[src/rtl/bus_pkg.sv]
// rtl/bus_pkg.sv - FSM encoding, select-width helper and default memory map for the bus fabric.
package bus_pkg;

  typedef enum logic [1:0] {
    ST_IDLE = 2'd0,
    ST_WAIT = 2'd1,
    ST_ERR  = 2'd2
  } bus_state_t;

  // Select index width; a single-slave fabric still needs a 1-bit index.
  function automatic int sel_w(input int nslave);
    return (nslave > 1) ? $clog2(nslave) : 1;
  endfunction

  localparam logic [15:0] BRAM_BASE  = 16'h0000;
  localparam logic [15:0] BRAM_MASK  = 16'hC000;
  localparam logic [15:0] LED_BASE   = 16'h4000;
  localparam logic [15:0] LED_MASK   = 16'hF000;
  localparam logic [15:0] UART_BASE  = 16'h5000;
  localparam logic [15:0] UART_MASK  = 16'hF000;
  localparam logic [15:0] SPRAM_BASE = 16'h8000;
  localparam logic [15:0] SPRAM_MASK = 16'h8000;

endpackage

[src/rtl/bus_addr_decode.sv]
// rtl/bus_addr_decode.sv - Combinational base/mask address decoder; lowest matching slave wins.
module bus_addr_decode
  import bus_pkg::*;
#(
  parameter int                   NSLAVE   = 4,
  parameter int                   AW       = 16,
  parameter logic [NSLAVE*AW-1:0] SLV_BASE = '0,
  parameter logic [NSLAVE*AW-1:0] SLV_MASK = '0,
  parameter int                   SW       = sel_w(NSLAVE)
) (
  input  logic [AW-1:0] addr,
  output logic          hit,
  output logic [SW-1:0] sel
);

  // Scan from the top so the lowest matching index is the last one written.
  always_comb begin
    hit = 1'b0;
    sel = '0;
    for (int i = NSLAVE - 1; i >= 0; i--) begin
      if ((addr & SLV_MASK[i*AW +: AW]) == SLV_BASE[i*AW +: AW]) begin
        hit = 1'b1;
        sel = SW'(i);
      end
    end
  end

endmodule

[src/rtl/bus_interconnect.sv]
// rtl/bus_interconnect.sv - Single-master N-slave bus fabric with read steering and error responses; BUS_TIMEOUT_EN adds a WAIT watchdog.
module bus_interconnect
  import bus_pkg::*;
#(
  parameter int                   NSLAVE   = 4,
  parameter int                   AW       = 16,
  parameter int                   DW       = 32,
  parameter logic [NSLAVE*AW-1:0] SLV_BASE = {SPRAM_BASE, UART_BASE, LED_BASE, BRAM_BASE},
  parameter logic [NSLAVE*AW-1:0] SLV_MASK = {SPRAM_MASK, UART_MASK, LED_MASK, BRAM_MASK},
  parameter int                   TIMEOUT  = 255
) (
  input  logic                 clk,
  input  logic                 rst,
  input  logic [AW-1:0]        m_addr,
  input  logic                 m_rd_en,
  output logic [DW-1:0]        m_rd_data,
  output logic                 m_rd_valid,
  input  logic                 m_wr_en,
  input  logic [DW-1:0]        m_wr_data,
  input  logic [3:0]           m_wr_mask,
  output logic                 m_err,
  output logic [AW-1:0]        s_addr,
  output logic [DW-1:0]        s_wr_data,
  output logic [3:0]           s_wr_mask,
  output logic [NSLAVE-1:0]    s_rd_en,
  output logic [NSLAVE-1:0]    s_wr_en,
  input  logic [NSLAVE*DW-1:0] s_rd_data,
  input  logic [NSLAVE-1:0]    s_rd_valid
);

  localparam int SW = sel_w(NSLAVE);

  bus_state_t    state_q, state_d;
  logic [SW-1:0] sel_q, sel_d;
  logic [SW-1:0] dec_sel;
  logic          dec_hit;
  logic          wr_err_q;
  logic          rd_err;
  logic          timeout_hit;
  logic [DW-1:0] slv_data [NSLAVE];

  bus_addr_decode #(
    .NSLAVE   (NSLAVE),
    .AW       (AW),
    .SLV_BASE (SLV_BASE),
    .SLV_MASK (SLV_MASK),
    .SW       (SW)
  ) u_decode (
    .addr (m_addr),
    .hit  (dec_hit),
    .sel  (dec_sel)
  );

  assign s_addr    = m_addr;
  assign s_wr_data = m_wr_data;
  assign s_wr_mask = m_wr_mask;

  always_comb begin
    for (int i = 0; i < NSLAVE; i++) begin
      slv_data[i] = s_rd_data[i*DW +: DW];
    end
  end

  // Posted writes follow the live address, independent of any read in flight.
  always_comb begin
    for (int i = 0; i < NSLAVE; i++) begin
      s_wr_en[i] = ~rst & m_wr_en & dec_hit & (dec_sel == SW'(i));
    end
  end

`ifdef BUS_TIMEOUT_EN
  localparam int CW = $clog2(TIMEOUT + 1);

  logic [CW-1:0] cnt_q;
  logic [CW-1:0] cnt_inc;

  // Counts WAIT cycles including the current one; saturates instead of wrapping.
  assign cnt_inc     = (cnt_q == {CW{1'b1}}) ? cnt_q : cnt_q + 1'b1;
  assign timeout_hit = (state_q == ST_WAIT) && (cnt_inc >= CW'(TIMEOUT));

  always_ff @(posedge clk) begin
    if (rst || state_q != ST_WAIT) begin
      cnt_q <= '0;
    end else begin
      cnt_q <= cnt_inc;
    end
  end
`else
  assign timeout_hit = 1'b0;
`endif

  always_comb begin
    state_d    = state_q;
    sel_d      = sel_q;
    s_rd_en    = '0;
    m_rd_valid = 1'b0;
    m_rd_data  = '0;
    rd_err     = 1'b0;
    if (!rst) begin
      case (state_q)
        ST_IDLE: begin
          if (m_rd_en) begin
            if (dec_hit) begin
              for (int i = 0; i < NSLAVE; i++) begin
                s_rd_en[i] = (dec_sel == SW'(i));
              end
              sel_d = dec_sel;
              if (s_rd_valid[dec_sel]) begin
                m_rd_valid = 1'b1;
                m_rd_data  = slv_data[dec_sel];
              end else begin
                state_d = ST_WAIT;
              end
            end else begin
              state_d = ST_ERR;
            end
          end
        end
        ST_WAIT: begin
          m_rd_data  = slv_data[sel_q];
          m_rd_valid = s_rd_valid[sel_q];
          // A valid in the expiry cycle still completes normally.
          if (s_rd_valid[sel_q]) begin
            state_d = ST_IDLE;
          end else if (timeout_hit) begin
            state_d = ST_ERR;
          end
        end
        ST_ERR: begin
          m_rd_valid = 1'b1;
          rd_err     = 1'b1;
          state_d    = ST_IDLE;
        end
        default: begin
          state_d = ST_IDLE;
        end
      endcase
    end
  end

  assign m_err = ~rst & (rd_err | wr_err_q);

  always_ff @(posedge clk) begin
    if (rst) begin
      state_q  <= ST_IDLE;
      sel_q    <= '0;
      wr_err_q <= 1'b0;
    end else begin
      state_q  <= state_d;
      sel_q    <= sel_d;
      wr_err_q <= m_wr_en & ~dec_hit;
    end
  end

endmodule

[config.mk]
export PLATFORM = sky130hd
export DESIGN_NAME = bus_interconnect
export DESIGN_NICKNAME = d
export VERILOG_FILES = /design/src/rtl/bus_pkg.sv /design/src/rtl/bus_addr_decode.sv /design/src/rtl/bus_interconnect.sv
export SDC_FILE = /design/constraint.sdc
export NUM_CORES = 1
export LEC_CHECK = 0
export CAP_MARGIN = 20
export CORE_AREA = 2 2 109 111
export CTS_CLUSTER_DIAMETER = 80
export DETAILED_ROUTE_END_ITERATION = 8
export DIE_AREA = 0 0 111 113
export GPL_ROUTABILITY_DRIVEN = 0
export GPL_TIMING_DRIVEN = 0
export MAX_ROUTING_LAYER = met4
export PLACE_DENSITY = 0.77
export SLEW_MARGIN = 20
export SYNTH_ARGS = -nofsm -noshare
export SYNTH_HDL_FRONTEND = slang
export SYNTH_SLANG_ARGS = --single-unit
[constraint.sdc]
create_clock -name clk -period 1.86 [get_ports clk]
set_clock_uncertainty 0.05 [all_clocks]
set_input_delay 0.372 -clock clk [delete_from_list [all_inputs] [get_ports clk]]
set_output_delay 0.372 -clock clk [all_outputs]
set_load 0.005 [all_outputs]
# Word level (Yosys, flattened, before mapping)
# Index checks and enable logic that the tools add are counted.
[classes] eq_ne=10 n_bitwise=13 reduce_logical=5 order_cmp=4 mux=39
[ops] cell="32-bit 2-to-1 mux" n=8
[ops] cell="32-bit binary-select mux with 2-bit select" n=2
[ops] cell="32-bit case mux with 2 select lines" n=1
[ops] cell="16-bit logical NOT" n=1
[ops] cell="2-bit 2-to-1 mux" n=8
[ops] cell="4-bit 2-to-1 mux" n=4
[ops] cell="1-bit 2-to-1 mux" n=12
[ops] cell="1-bit AND" n=8
[ops] cell="4-bit by 3-bit == test with 1-bit output (second input constant)" n=2
[ops] cell="2-bit == test (second input constant)" n=3
[ops] cell="3-bit greater-or-equal comparator (second input constant)" n=2
[ops] cell="2-bit by 3-bit < comparator with 1-bit output (second input constant)" n=2
[ops] cell="2-bit NOT with 3-bit output" n=2
[ops] cell="3-bit AND reduction" n=2
[ops] cell="1-bit binary-select mux with 2-bit select" n=2
[ops] cell="2-bit by 1-bit == test with 1-bit output (second input constant)" n=2
[ops] cell="2-bit logical NOT" n=2
[ops] cell="2-bit inequality test (second input constant)" n=2
[ops] cell="2-bit case mux with 2 select lines" n=1
[ops] cell="3-bit inequality test (second input constant)" n=1
[ops] cell="1-bit case mux with 3 select lines" n=1
[ops] cell="1-bit NOT" n=2
[ops] cell="1-bit OR" n=1
[word_totals] inputBits=188 register_bits=5 word_cells=74

# Logic depth before layout (Yosys ltp)
# Gate-level depths: netlist of run 1.
[depth] depth_word=13 ltp_mapped=7

# By module
# A second synthesis of run 1 with hierarchy kept.
[hier_totals] cells_unflattened=216 area_unflattened_um2=2655.0
[by_module_without_submodules] module="bus_interconnect" cells_each=211 seq_area_each_um2=100.1 area_each_um2=2607.5 n_inst=1
[by_module_without_submodules] module="bus_addr_decode" cells_each=5 seq_area_each_um2=0.0 area_each_um2=47.5 n_inst=1

# Worst setup path before layout of run 1
# Ideal clock, no wire load.
[synth_timing] kind="register -> output" startpoint="reg sel_q[0]" endpoint="out m_rd_data[10]" n_path_buf=2 path_stages_with_launch=6 t_arrival_ns=1.453 slack_ns=-0.015 path_cell_list="dfxtp_1 buf_2 buf_2 mux4_2 nand2_1 o21ai_0"
[synth_via] elab_chain_cells=6
[synth_rtl] item="start, declared" line_no="bus_interconnect.sv:34" text="logic [SW-1:0] sel_q, sel_d;"
[synth_rtl] item="start signal, assigned" line_no="bus_interconnect.sv:150" text="sel_q <= sel_d;"
[synth_rtl] item="2-bit NOT with 3-bit output (implied by the code)" line_no="bus_interconnect.sv:120" text="m_rd_data = slv_data[sel_q];"
[synth_rtl] item="32-bit binary-select mux with 2-bit select" line_no="bus_interconnect.sv:120"
[synth_rtl] item="32-bit 2-to-1 mux (implied by the code) (2 in series)" line_no="bus_interconnect.sv:120"
[synth_rtl] item="32-bit case mux with 2 select lines" line_no="bus_interconnect.sv:100" text="case (state_q)"
[synth_rtl] item="32-bit 2-to-1 mux" line_no="bus_interconnect.sv:99" text="if (!rst) begin"
[synth_rtl] item="end, declared" line_no="bus_interconnect.sv:16" text="output logic [DW-1:0] m_rd_data,"
# No other way between the ends. The select of a mux whose other input is x is not followed.

# Worst setup path in the final report of run 1
[layout_timing] startpoint="in m_addr[12]" endpoint="out m_rd_data[26]"
[layout_via] elab_chain_cells=13 elab_cells_between_ends=19
[layout_rtl] item="start, declared" line_no="bus_interconnect.sv:14" text="input logic [AW-1:0] m_addr,"
[layout_rtl] item="4-bit by 3-bit == test with 1-bit output" line_no="bus_addr_decode.sv:21" text="if ((addr & SLV_MASK[i*AW +: AW]) == SLV_BASE[i*AW +: AW]) begin"
[layout_rtl] item="2-bit 2-to-1 mux (3 in series)" line_no="bus_addr_decode.sv:21"
[layout_rtl] item="2-bit NOT with 3-bit output (implied by the code)" line_no="bus_interconnect.sv:110" text="m_rd_data = slv_data[dec_sel];"
[layout_rtl] item="32-bit binary-select mux with 2-bit select" line_no="bus_interconnect.sv:110"
[layout_rtl] item="32-bit 2-to-1 mux (implied by the code) (2 in series)" line_no="bus_interconnect.sv:110"
[layout_rtl] item="32-bit 2-to-1 mux" line_no="bus_interconnect.sv:108" text="if (s_rd_valid[dec_sel]) begin"
[layout_rtl] item="32-bit 2-to-1 mux (*)" line_no="bus_interconnect.sv:103" text="if (dec_hit) begin"
[layout_rtl] item="32-bit 2-to-1 mux (*)" line_no="bus_interconnect.sv:102" text="if (m_rd_en) begin"
[layout_rtl] item="32-bit case mux with 2 select lines (*)" line_no="bus_interconnect.sv:100"
[layout_rtl] item="32-bit 2-to-1 mux (*)" line_no="bus_interconnect.sv:99"
# Every way passes the cells marked *; elsewhere a longest branch is shown, timed or not. The select of a mux whose other input is x is not followed.

==> results of run 1 <==
## layer usage
| layer | wire [um] | part of all wire, % | track usage [%] |
|---|---|---|---|
| met2 | 8490 | 54 | 43.4 |
| met3 | 1160 | 7.3 | 3.37 |
| met1 | 5660 | 36 | 24.9 |
| met5 | 0 | 0 | - |
| met4 | 459 | 2.9 | 8.08 |
## worst register-to-register path: stages (launching register included)
cell      delay (ns)
dfxtp_4         0.34
nor3b_4         0.27
buf_4           0.17
buf_6           0.12
buf_4           0.11
buf_4           0.11
a21oi_1         0.07
a311oi_1        0.28
## cell type report
type | count | area, sq um
well taps | 143 | 179
fillers | 951 | 4780
flip-flops and latches | 5 | 110
inverters | 6 | 25.0
clock buffers | 4 | 78.8
plain buffers | 87 | 747
repair buffers | 275 | 2650
multi-input cells | 261 | 2700
## power by group
group | internal [mW] | switching (mW) | total, mW
Clock | 0.285 | 0.0823 | 0.367
Sequential | 0.115 | 0.0131 | 0.128
Combinational | 0.992 | 0.599 | 1.59
## layout by cell type (no fill, tap or decap), types with 3 or more instances in the layout
cell type / n
o21a_1: 31
buf_8: 8
clkdlybuf4s50_1: 180
a22oi_1: 30
clkbuf_4: 5
buf_6: 9
clkbuf_8: 3
nand2_1: 33
clkdlybuf4s15_2: 4
clkbuf_1: 5
o21ai_2: 28
mux4_2: 33
buf_2: 37
dlygate4sd2_1: 4
buf_12: 10
nor4bb_1: 11
a21oi_1: 35
nor2_1: 6
nor4bb_4: 11
clkbuf_2: 8
nor4bb_2: 8
clkbuf_16: 7
inv_1: 3
buf_4: 82
## repair_timing
action / in CTS / in global routing
gates cloned: 3 / 4
setup endpoints to repair: 47 / 39
pin swaps: 38 / 17
gates resized for setup: 319 / 77
hold buffers: 0 / 0
buffers inserted: 28 / 8
## cells by family after synthesis
logic type | share of synthesized area [%]
simple gates | 19.3
flops | 3.40
compound gates | 31.0
buf+inv | 20.7
mux | 25.6
## through the flow
stage / hold WS, ns / cells / util (%) / setup WS (ns)
2_1_floorplan: 0.394 / 365 / - / -0.0149
3_3_place_gp: 0.474 / 740 / 48.3 / -1.47
3_5_place_dp: 0.502 / 740 / 48.3 / -1.46
4_1_cts: 0.495 / 773 / 54.0 / -0.401
5_1_grt: 0.515 / 781 / 57.6 / -0.426
6_report: 0.509 / 781 / 57.6 / -0.365
## final timing paths
kind	from	endpoint	slack (ns)	cells after the start
worst max-delay path	m_addr[12]	m_rd_data[26]	-0.36	10
worst min-delay path	rst	sel_q[0]$_SDFFE_PP0P_	0.51	2
worst max register to register	state_q[1]$_SDFFE_PP0P_	sel_q[1]$_SDFFE_PP0P_	0.23	7
worst min register to register	state_q[1]$_SDFFE_PP0P_	state_q[0]$_SDFFE_PP0P_	0.57	2
## sequential cells by signal, summed over array words and instances (netlist names)
signal	count
sel_q	2
wr_err_q	1
state_q	2
==> results.sh, run 1 <==
export IMPL_area_delta_synth_final_pct=121
export IMPL_grt_usage_pct=23.1
export IMPL_synth_seq_cells=5
export IMPL_num_rows=39
export IMPL_synth_distinct_cells=35
export IMPL_clock_path_buffers=2
export IMPL_grt_max_degree=11
export IMPL_crit_path_end_kind="output pin"
export IMPL_status="finished, violations left"
export IMPL_relSlewSlack_pct=59.2
export IMPL_worst_pin_slew_ns=0.612
export IMPL_drtAntennaViolNets=0
export IMPL_post_drt_via_cell_ratio=5.56
export IMPL_avgSynthCellArea_sq_um=8.06
export IMPL_critPathMaxStageDelay_ns=0.22
export IMPL_clock_latency_ns=0.23
export IMPL_cts_clk_slew_worst_paths_ns=0.03
export IMPL_drv_cap=0
export IMPL_synth_most_common_cell="buf_4"
export IMPL_power_leakage_nw=2.61
export IMPL_fin_crit_ns=2.22
export IMPL_numCtsBuffers=3
export IMPL_die_h_um=113
export IMPL_antenna_found_initial=0
export IMPL_drc=0
export IMPL_p_total_mw=2.09
export IMPL_final_hold_viol_count=0
export IMPL_clock_sinks=5
export IMPL_nets=827
export IMPL_cts_tree="done"
export IMPL_post_route_period_util_pct=120
export IMPL_core_sq_um=11300
export IMPL_violations="setup timing"
export IMPL_pin_count=282
export IMPL_path_cells="buf_8 -> mux2i_4 -> nor3b_4 -> o2111ai_4 -> buf_12 -> buf_12 -> buf_8 -> buf_6 -> o21ai_2 -> buf_2"
export IMPL_place_hpwl_um=10800
export IMPL_start_kind="primary input"
export IMPL_grt_ovfl_total=0
export IMPL_crit_type="primary input to output pin"
export IMPL_synth_ff_type="dfxtp_1"
export IMPL_drive_above_1_share_pct=44.5
export IMPL_synthTopCellsByCount="buf_4 (53), nand2_1 (36), a21oi_1 (35)"
export IMPL_fin_area_sq_um=6490
export IMPL_setup_viol=34
export IMPL_critical_path_top_delay_family="buffers and inverters"
export IMPL_io_buffers=232
export IMPL_wl_um=15800
export IMPL_vias=4346
export IMPL_crit_buf_inv=6
export IMPL_tns_ns=-8.75
export IMPL_wl_per_cell_um=20.2
export IMPL_critical_path_max_fanout=5
export IMPL_ys_seq_area_share_pct=3.40
export IMPL_crit_path_top_delay_cell="nor3b_4"
export IMPL_die_area_sq_um=12500
export IMPL_setup_slack_ns=-0.365
export IMPL_cts_root_buf="clkbuf_16"
export IMPL_dr_first_iter_drc_count=300
export IMPL_synth_area_leader_cell="mux4_2"
export IMPL_hold_class="primary input to flip-flop"
export IMPL_fmax_mhz=449
export IMPL_ys_top_cells_by_area="mux4_2 (25%), buf_4 (14%), nor4bb_1 (10%)"
export IMPL_synthCells=365
export IMPL_crit_arrival_ns=1.80
export IMPL_syn_nets=553
export IMPL_synth_area_sq_um=2940
export IMPL_drv_slew=0
export IMPL_start_util_pct=26.1
export IMPL_async_flop_share_pct=0
export IMPL_die_w_um=111
export IMPL_cp_required_ns=1.44
export IMPL_grt_pass1_wl_um=22900
export IMPL_grt_pass1_vias=4517
export IMPL_power_density_nw_per_um2=321
export IMPL_antenna_cells=0
export IMPL_dpl_cell_area_sq_um=5450
export IMPL_dr_pass1_iters=5
export IMPL_yosys_warnings=0
export IMPL_h_tree_depth=1
export IMPL_rsz0062_at_grt="true"
export IMPL_synth_edf_count=0
export IMPL_peakVddDrop_uv=424
export IMPL_synth_top_area_share_pct=25.3
Note: power is estimated with default switching activity, not from simulation.
==> inputs of run 2 (changes only) <==
--- a/config.mk
+++ b/config.mk
@@ -5,7 +5,7 @@
 export SDC_FILE = /design/constraint.sdc
 export NUM_CORES = 1
 export LEC_CHECK = 0
-export CAP_MARGIN = 20
+export CAP_MARGIN = 0
 export CORE_AREA = 2 2 109 111
 export CTS_CLUSTER_DIAMETER = 80
 export DETAILED_ROUTE_END_ITERATION = 8
==> results of run 2 <==
No change in the layout: final DEF, timing and power equal those of run 1.
